`config.mk`:
```
export PLATFORM = sky130hd
export DESIGN_NAME = snake_matrix_renderer
export DESIGN_NICKNAME = d
export VERILOG_FILES = /design/src/rtl/snake_matrix_renderer.sv
export SDC_FILE = /design/constraint.sdc
export NUM_CORES = 1
export LEC_CHECK = 0
export BUFFER_PORTS_ARGS = -buffer_cell sky130_fd_sc_hd__buf_2
export CORE_UTILIZATION = 52
export CTS_CLUSTER_DIAMETER = 200
export CTS_CLUSTER_SIZE = 12
export DETAILED_ROUTE_END_ITERATION = 10
export PLACE_DENSITY = 0.76
export SLEW_MARGIN = 0
export SYNTH_ARGS = -nofsm -noshare
export SYNTH_HDL_FRONTEND = slang
export SYNTH_SLANG_ARGS = --single-unit
```
`constraint.sdc`:
```
create_clock -name clock -period 2.95 [get_ports clock]
set_clock_uncertainty 0.15 [all_clocks]
set_input_delay 0.1475 -clock clock [delete_from_list [all_inputs] [get_ports clock]]
set_output_delay 0.1475 -clock clock [all_outputs]
set_load 0.01 [all_outputs]
```
`src/rtl/snake_matrix_renderer.sv`:
```
// Frame renderer and row-scan driver for the snake LED matrix.
// Rasterises body segments and apple into a back buffer, then swaps atomically to the display.
module snake_matrix_renderer #(
    parameter int COLS    = 6,
    parameter int ROWS    = 6,
    parameter int XW      = 3,
    parameter int YW      = 3,
    parameter int MAX_LEN = 16,
    parameter int LW      = 5
) (
    input  logic                 clock,
    input  logic                 restart_n,
    input  logic                 render_start,
    input  logic [LW-1:0]        snake_size,
    output logic [LW-1:0]        seg_addr,
    input  logic [XW-1:0]        seg_x,
    input  logic [YW-1:0]        seg_y,
    input  logic [XW-1:0]        apple_x,
    input  logic [YW-1:0]        apple_y,
    input  logic                 apple_en,
    input  logic                 blink_en,
    input  logic                 blink_tick,
    input  logic                 scan_tick,
    output logic                 busy,
    output logic                 frame_done,
    output logic                 coord_err,
    output logic [ROWS*COLS-1:0] leds,
    output logic [ROWS-1:0]      row_sel,
    output logic [COLS-1:0]      col_data
);
    localparam int NPIX = ROWS * COLS;
    localparam int IW   = (NPIX > 1) ? $clog2(NPIX) : 1;
    localparam int RW   = (ROWS > 1) ? $clog2(ROWS) : 1;

    typedef enum logic [2:0] {S_IDLE, S_CLEAR, S_FETCH, S_DRAIN, S_APPLE, S_SWAP} state_t;

    state_t          r_state, w_next;
    logic [LW-1:0]   r_n, r_addr;
    logic [NPIX-1:0] r_back, r_front;
    logic            r_err, r_done, r_phase;
    logic [RW-1:0]   r_row;
    logic [XW-1:0]   r_ab_x, r_af_x;
    logic [YW-1:0]   r_ab_y, r_af_y;
    logic            r_ab_v, r_af_v;

    logic            w_seg_ok, w_apl_ok, w_cap;
    logic [IW-1:0]   w_seg_idx, w_apl_idx;
    logic [NPIX-1:0] w_apl_mask, w_leds, w_shift;

    assign w_seg_ok  = ({1'b0, seg_x} < (XW+1)'(COLS)) && ({1'b0, seg_y} < (YW+1)'(ROWS));
    assign w_apl_ok  = ({1'b0, apple_x} < (XW+1)'(COLS)) && ({1'b0, apple_y} < (YW+1)'(ROWS));
    assign w_seg_idx = IW'(seg_y) * IW'(COLS) + IW'(seg_x);
    assign w_apl_idx = IW'(r_af_y) * IW'(COLS) + IW'(r_af_x);
    // Read data for address 0 is not valid until the second FETCH edge.
    assign w_cap     = ((r_state == S_FETCH) && (r_addr != '0)) || (r_state == S_DRAIN);

    always_ff @(posedge clock or negedge restart_n) begin
        if (!restart_n) r_state <= S_IDLE;
        else            r_state <= w_next;
    end

    always_comb begin
        w_next = r_state;
        case (r_state)
            S_IDLE:  if (render_start) w_next = S_CLEAR;
            S_CLEAR: w_next = (r_n != '0) ? S_FETCH : S_APPLE;
            S_FETCH: if (r_addr + LW'(1) == r_n) w_next = S_DRAIN;
            S_DRAIN: w_next = S_APPLE;
            S_APPLE: w_next = S_SWAP;
            S_SWAP:  w_next = S_IDLE;
            default: w_next = S_IDLE;
        endcase
    end

    always_ff @(posedge clock or negedge restart_n) begin
        if (!restart_n) begin
            r_n     <= '0;
            r_addr  <= '0;
            r_back  <= '0;
            r_front <= '0;
            r_err   <= 1'b0;
            r_done  <= 1'b0;
            r_phase <= 1'b1;
            r_row   <= '0;
            r_ab_x  <= '0;
            r_ab_y  <= '0;
            r_ab_v  <= 1'b0;
            r_af_x  <= '0;
            r_af_y  <= '0;
            r_af_v  <= 1'b0;
        end else begin
            r_done <= (r_state == S_SWAP);
            if (blink_tick) r_phase <= ~r_phase;
            if (scan_tick)  r_row   <= (r_row == RW'(ROWS-1)) ? '0 : r_row + RW'(1);

            case (r_state)
                S_IDLE: if (render_start)
                    r_n <= (snake_size > LW'(MAX_LEN)) ? LW'(MAX_LEN) : snake_size;
                S_CLEAR: begin
                    r_back <= '0;
                    r_addr <= '0;
                end
                S_FETCH: r_addr <= r_addr + LW'(1);
                // Apple goes to a staging copy so the display only moves at the swap.
                S_APPLE: begin
                    r_ab_x <= apple_x;
                    r_ab_y <= apple_y;
                    r_ab_v <= apple_en & w_apl_ok;
                    if (apple_en && !w_apl_ok) r_err <= 1'b1;
                end
                S_SWAP: begin
                    r_front <= r_back;
                    r_af_x  <= r_ab_x;
                    r_af_y  <= r_ab_y;
                    r_af_v  <= r_ab_v;
                end
                default: ;
            endcase

            if (w_cap) begin
                if (w_seg_ok) r_back <= r_back | (NPIX'(1) << w_seg_idx);
                else          r_err  <= 1'b1;
            end
        end
    end

    assign w_apl_mask = (r_af_v && (!blink_en || r_phase)) ? (NPIX'(1) << w_apl_idx) : '0;
    assign w_leds     = r_front | w_apl_mask;
    assign w_shift    = w_leds >> (r_row * COLS);

    assign leds       = w_leds;
    assign col_data   = w_shift[COLS-1:0];
    assign row_sel    = ROWS'(1) << r_row;
    assign seg_addr   = r_addr;
    assign busy       = (r_state != S_IDLE);
    assign frame_done = r_done;
    assign coord_err  = r_err;
endmodule

```
* Word-level counts from Yosys, hierarchy flattened
Index checks and enable logic that the tools add are counted.
** Operators by class
- $add $sub $neg :: 4
- Multipliers :: 3
- $lt $le $gt $ge :: 5
- Eq/ne operators :: 9
- Shifts and indexed selects :: 4
- Muxes and demuxes :: 15
- Bitwise logic cells :: 4
- Reductions and logical operators :: 16
** Operators with widths (number)
- 36-bit 2-to-1 mux :: 4
- 36-bit OR :: 2
- 1-bit by 6-bit << shifter with 36-bit output, first input constant :: 2
- 36-bit by 6-bit >> shifter with 6-bit output :: 1
- 3-bit by 2-bit multiplier with 5-bit output, second input constant :: 3
- 3-bit case mux with 5 select lines :: 1
- 6-bit by 3-bit adder with 6-bit output :: 2
- 3-bit < comparator, second input constant :: 4
- 3-bit 2-to-1 mux :: 4
- 5-bit case mux with 2 select lines :: 1
- 5-bit nonzero test :: 2
- 3-bit == test, second input constant :: 3
- 3-bit by 2-bit == test with 1-bit output, second input constant :: 2
- 1-bit by 3-bit << shifter with 6-bit output, first input constant :: 1
- 5-bit by 1-bit adder with 5-bit output, second input constant :: 1
- 5-bit == test :: 1
- 5-bit > comparator, second input constant :: 1
- 1-bit logical AND :: 5
- 5-bit 2-to-1 mux :: 1
- 1-bit 2-to-1 mux :: 4
- 2-bit AND reduction :: 2
- 3-bit by 1-bit adder with 3-bit output, second input constant :: 1
- 3-bit by 1-bit == test with 1-bit output, second input constant :: 1
- 3-bit logical NOT :: 1
- other kinds (8) :: 10
** Storage, ports and cells
- Register bits :: 105
- Input bits :: 24
- Output and inout bits :: 56

* Depth between registers and ports, before layout
- Word-level depth :: 8
- Mapped depth :: 11
- Gate-level depth less buffers :: 9

* Worst setup path after synthesis
Ideal clock, no wire load.
- Path type :: register to output
- From :: register r_af_y[0]
- To :: output col_data[3]
- Data arrival time :: 2.605 ns
- Required time :: 2.653 ns
- Slack :: 0.047 ns
- Cell stages (with the launch flop) :: 10
- Buffers on the path :: 1
- Cells stage by stage :: dfrtp_1 ha_1 inv_1 fa_1 or4_1 and2_1 buf_6 o31ai_2 a221oi_1 nand3_1
** On the way
- Word-level cells in the longest chain between the ends :: 6
** Ends and longest elaborated chain
- start, declared :: line 43 : logic [YW-1:0] r_ab_y, r_af_y;
- start signal, assigned :: line 114 : r_af_y <= r_ab_y;
- 3-bit by 2-bit multiplier with 5-bit output :: line 53 : assign w_apl_idx = IW'(r_af_y) * IW'(COLS) + IW'(r_af_x);
- 6-bit by 3-bit adder with 6-bit output :: line 53
- 1-bit by 6-bit << shifter with 36-bit output :: line 127 : assign w_apl_mask = (r_af_v && (!blink_en || r_phase)) ? (NPIX'(1) << w_apl_idx) : '0;
- 36-bit 2-to-1 mux :: line 127
- 36-bit OR :: line 128 : assign w_leds = r_front | w_apl_mask;
- named net leds[27] :: line 27 : output logic [ROWS*COLS-1:0] leds,
- 36-bit by 6-bit >> shifter with 6-bit output :: line 129 : assign w_shift = w_leds >> (r_row * COLS);
- end, declared :: line 29 : output logic [COLS-1:0] col_data
The timed path passes the listed nets, and every way through them passes these cells.

* Worst setup path after layout
- From :: register r_af_y[0]
- To :: output col_data[2]
** On the way
- Word-level cells in the longest chain between the ends :: 6
** Ends and longest elaborated chain (line)
- 3-bit by 2-bit multiplier with 5-bit output :: 53
- 6-bit by 3-bit adder with 6-bit output :: 53
- 1-bit by 6-bit << shifter with 36-bit output :: 127
- 36-bit 2-to-1 mux :: 127
- 36-bit OR :: 128
- 36-bit by 6-bit >> shifter with 6-bit output :: 129
Every way passes these cells.

==> qor.txt <==
arrival time at the worst endpoint - 3.13 ns
1st-iter DRT viols - 423
layout cell share with drive strength beyond 1 - 29.72%
die height - 107.0 um
Synth Flop Type - dfrtp_1
CTS tree - built
Critical Path Source Type - flop
R2R Path Start - seg_addr[0]$_DFFE_PN0P_
clock root buffer - clkbuf_8
Clock Pin Slew Worst Setup and Hold Paths - 0.12 ns
FP Rows - 37
TritonCTS sink count - 105
full die area - 11460 sq um
PD cells - 944.3 nW/um^2
CP most frequent cell - buf_6
max frequency - 0.2917 GHz
fin nets - 811
WS Path Type - reg -> out
vias in the first global route - 5260
slew margin rel. - 50.92%
Die X - 107.0 um
Yosys Warn Count - 0
drt via density - 5.945
r2r worst-path depth - 7
RSZ-0062 raised after global routing - yes
hpwl dp - 12.47 mm
drt total wl - 17.51 mm
vias post-DR - 5410
P_leak - 3.911 nW
Congestion Overflow GR - 0
Final Hold Viols - 0
Max FO, Critical Path - 4
H-tree Lvls - 3
diodes inserted - 0
most frequent cells in the layout - nand2_1 (155), dfrtp_1 (104), buf_2 (70)
CP cell instances - ha_4 > inv_2 > fa_2 > buf_6 > or4_4 > nand2_4 > and3_4 > buf_6 > a21o_1 > a211o_1 > buf_2
Seq/Total Area, Yosys - 45.82%
final instance area - 7452 sq um
outcome - complete, but fails checks
post-synthesis cell count - 621
post-route core utilization - 70.91%
Placed Area - 6570 sq um
Routed Antenna Nets - 0
most area-consuming cells after synthesis - dfrtp_1 (45%), nand2_1 (10%), ha_1 (3.1%)
WHS - 0.04101 ns
syn nets - 663
CP max stage delay - 0.56 ns
fraction of registers with async set/reset - 100.0%
# IOs - 80
Yosys cell types - 66
R2R Setup Slk - 0.62 ns
fin. max-slew vios - 0
CP max stage cell - or4_4
Worst Hold Class - in -> reg
drt pass-1 iters - 5
setup slack after layout - -0.4785 ns
reg2reg end - r_back[10]$_DFF_PN0_
area added between synthesis and finish - 29.90%
min-delay src - seg_x[1]
Max Buffers Root-to-Sink - 2
Power, Total - 7.037 mW
initial antenna violation count - 0
Peak VDD IR - 1.121 mV
fin crit share - 116.2%
Cell Area, Synth - 5737 sq um
number of synthesized flops with an enable pin - 0
routed len/inst - 19.24 um
endpoint class of the critical path - output port
min cycle time layout - 3.428 ns
hold path depth - 3
clk_lat worst skew - 0.38 ns
total of max-cap violations - 0
commonest non-fill, non-tap cell in the layout - nand2_1
area of the multi-input gates - 3099 sq um
FILL cells - 810
routability cong. - 0.9444
syn avg cell area - 9.238 sq um
largest net degree at the start of global routing - 56
FF+latch area - 2629 sq um
Yosys reg bits - 105
Slew @ Worst Pin - 0.7330 ns
failing checks - setup timing
gr usage total - 31.42%
first-pass GRT wire length - 27.34 mm
Yosys top cell area share - 45.37%
PortBufs - 79
worst hold endpoint - coord_err$_DFF_PN0_
core region area - 10510 sq um
WP data required - 2.65 ns
Initial Util - 54.59%
post-synth top area cell - dfrtp_1
final setup fails - 42
drc violations - 0
cts bufs inserted - 9
==> synth_stat cells, drive strengths merged, types with 2 or more instances <==
library cell / count
nand2: 158
dfrtp: 104
nor2: 31
inv: 28
o21ai: 26
clkbuf: 25
a21o: 21
a22o: 18
ha: 14
nand3: 14
a21oi: 13
nor3: 12
nand2b: 11
a32o: 10
mux2: 10
o31ai: 9
xor2: 9
a31o: 8
a31oi: 8
buf: 7
nor2b: 7
xnor2: 7
and2: 5
and3: 5
a41o: 4
fa: 4
mux2i: 4
a22oi: 3
and4: 3
nand3b: 3
nand4: 3
nor4: 3
o21bai: 3
o311ai: 3
or3: 3
a311o: 2
a311oi: 2
a32oi: 2
nor3b: 2
nor4b: 2
o22ai: 2
or2: 2
==> logic make-up (layout without fill, tap and decap cells) <==
kind of cell | after synthesis | after routing | share of synthesized area [%]
adders and majority gates | 18 | 18 | 4.449
AOI/OAI and AO/OA | 142 | 142 | 18.58
buffers and inverters | 60 | 212 | 4.449
and+or+nand+nor | 266 | 267 | 21.59
muxes | 14 | 14 | 2.661
xor gates and xnor gates | 16 | 16 | 2.443
DFF | 105 | 105 | 45.82
==> where the power goes <==
group	total, mW	internal (mW)	switching [mW]
Clock	0.879	0.332	0.547
Combinational	4.00	1.76	2.24
Sequential	2.16	1.75	0.408
Total	7.04	3.85	3.19
==> critical path, delay by kind of cell (launching register included) <==
family,cells,cell delay (ns)
DFF,1,0.44
AOI/OAI and AO/OA,2,0.34
and+or+nand+nor,3,0.86
adders and majority gates,2,0.65
buffers and inverters,4,0.45
==> what timing repair did <==
| action | 4_1_cts | 5_1_grt |
|---|---|---|
| buffers inserted | 7 | 11 |
| gates resized for setup | 51 | 26 |
| endpoints found under the hold margin | 74 | 0 |
| setup endpoints to repair | 42 | 42 |
| hold buffers | 20 | 0 |
| pin swaps | 22 | 22 |
| cloned | 1 | 0 |
==> per-stage QoR <==
step	setup WS (ns)	setup TNS, ns	cells
after floorplan	0.04743	0	621
after global placement	-0.1273	-0.4447	856
after detailed placement	-0.1885	-1.096	856
after CTS	-0.4118	-10.40	900
after global routing	-0.5946	-15.82	910
final	-0.4785	-12.66	910
==> state kept, by name (all words and copies together), names as in the netlist <==
| name | cells |
|---|---|
| r_af_y | 3 |
| seg_addr | 5 |
| r_front | 36 |
| frame_done | 1 |
| r_back | 36 |
| r_phase | 1 |
| r_ab_y | 3 |
| r_af_v | 1 |
| r_ab_v | 1 |
| r_ab_x | 3 |
| coord_err | 1 |
| r_af_x | 3 |
| r_row | 3 |
| r_state | 3 |
| r_n | 5 |
==> final cells by class <==
cell class	instances	area share [%]
timing repair buffer	168	16.81
tap	136	2.283
multi-input combinational	457	41.59
clock buffer	9	1.662
clock inverter	7	0.9738
inverter	28	1.410
sequential	105	35.28
==> worst max path at each step <==
stage	startpoint	to	slack [ns]	cells after the start
finish	r_af_y[0]$_DFFE_PN0P_	col_data[2]	-0.48	11
global route	r_af_y[0]$_DFFE_PN0P_	col_data[0]	-0.59	13
CTS	r_af_y[1]$_DFFE_PN0P_	col_data[5]	-0.41	9
detailed placement	r_af_y[0]$_DFFE_PN0P_	col_data[5]	-0.19	9
global placement	r_af_y[0]$_DFFE_PN0P_	col_data[5]	-0.13	9
floorplan	r_af_y[0]$_DFFE_PN0P_	col_data[3]	0.05	9
==> metal layers <==
layer  wire, um  vias to the layer above  global-route usage (%)
met4        552                        0                   13.50
met2       8255                      279                   51.01
met3       1443                       44                   6.261
met1       7255                     2620                   40.95
li1           -                     2467                       -
met5          0                        -                       0
Power figures use the tool's default switching activity.
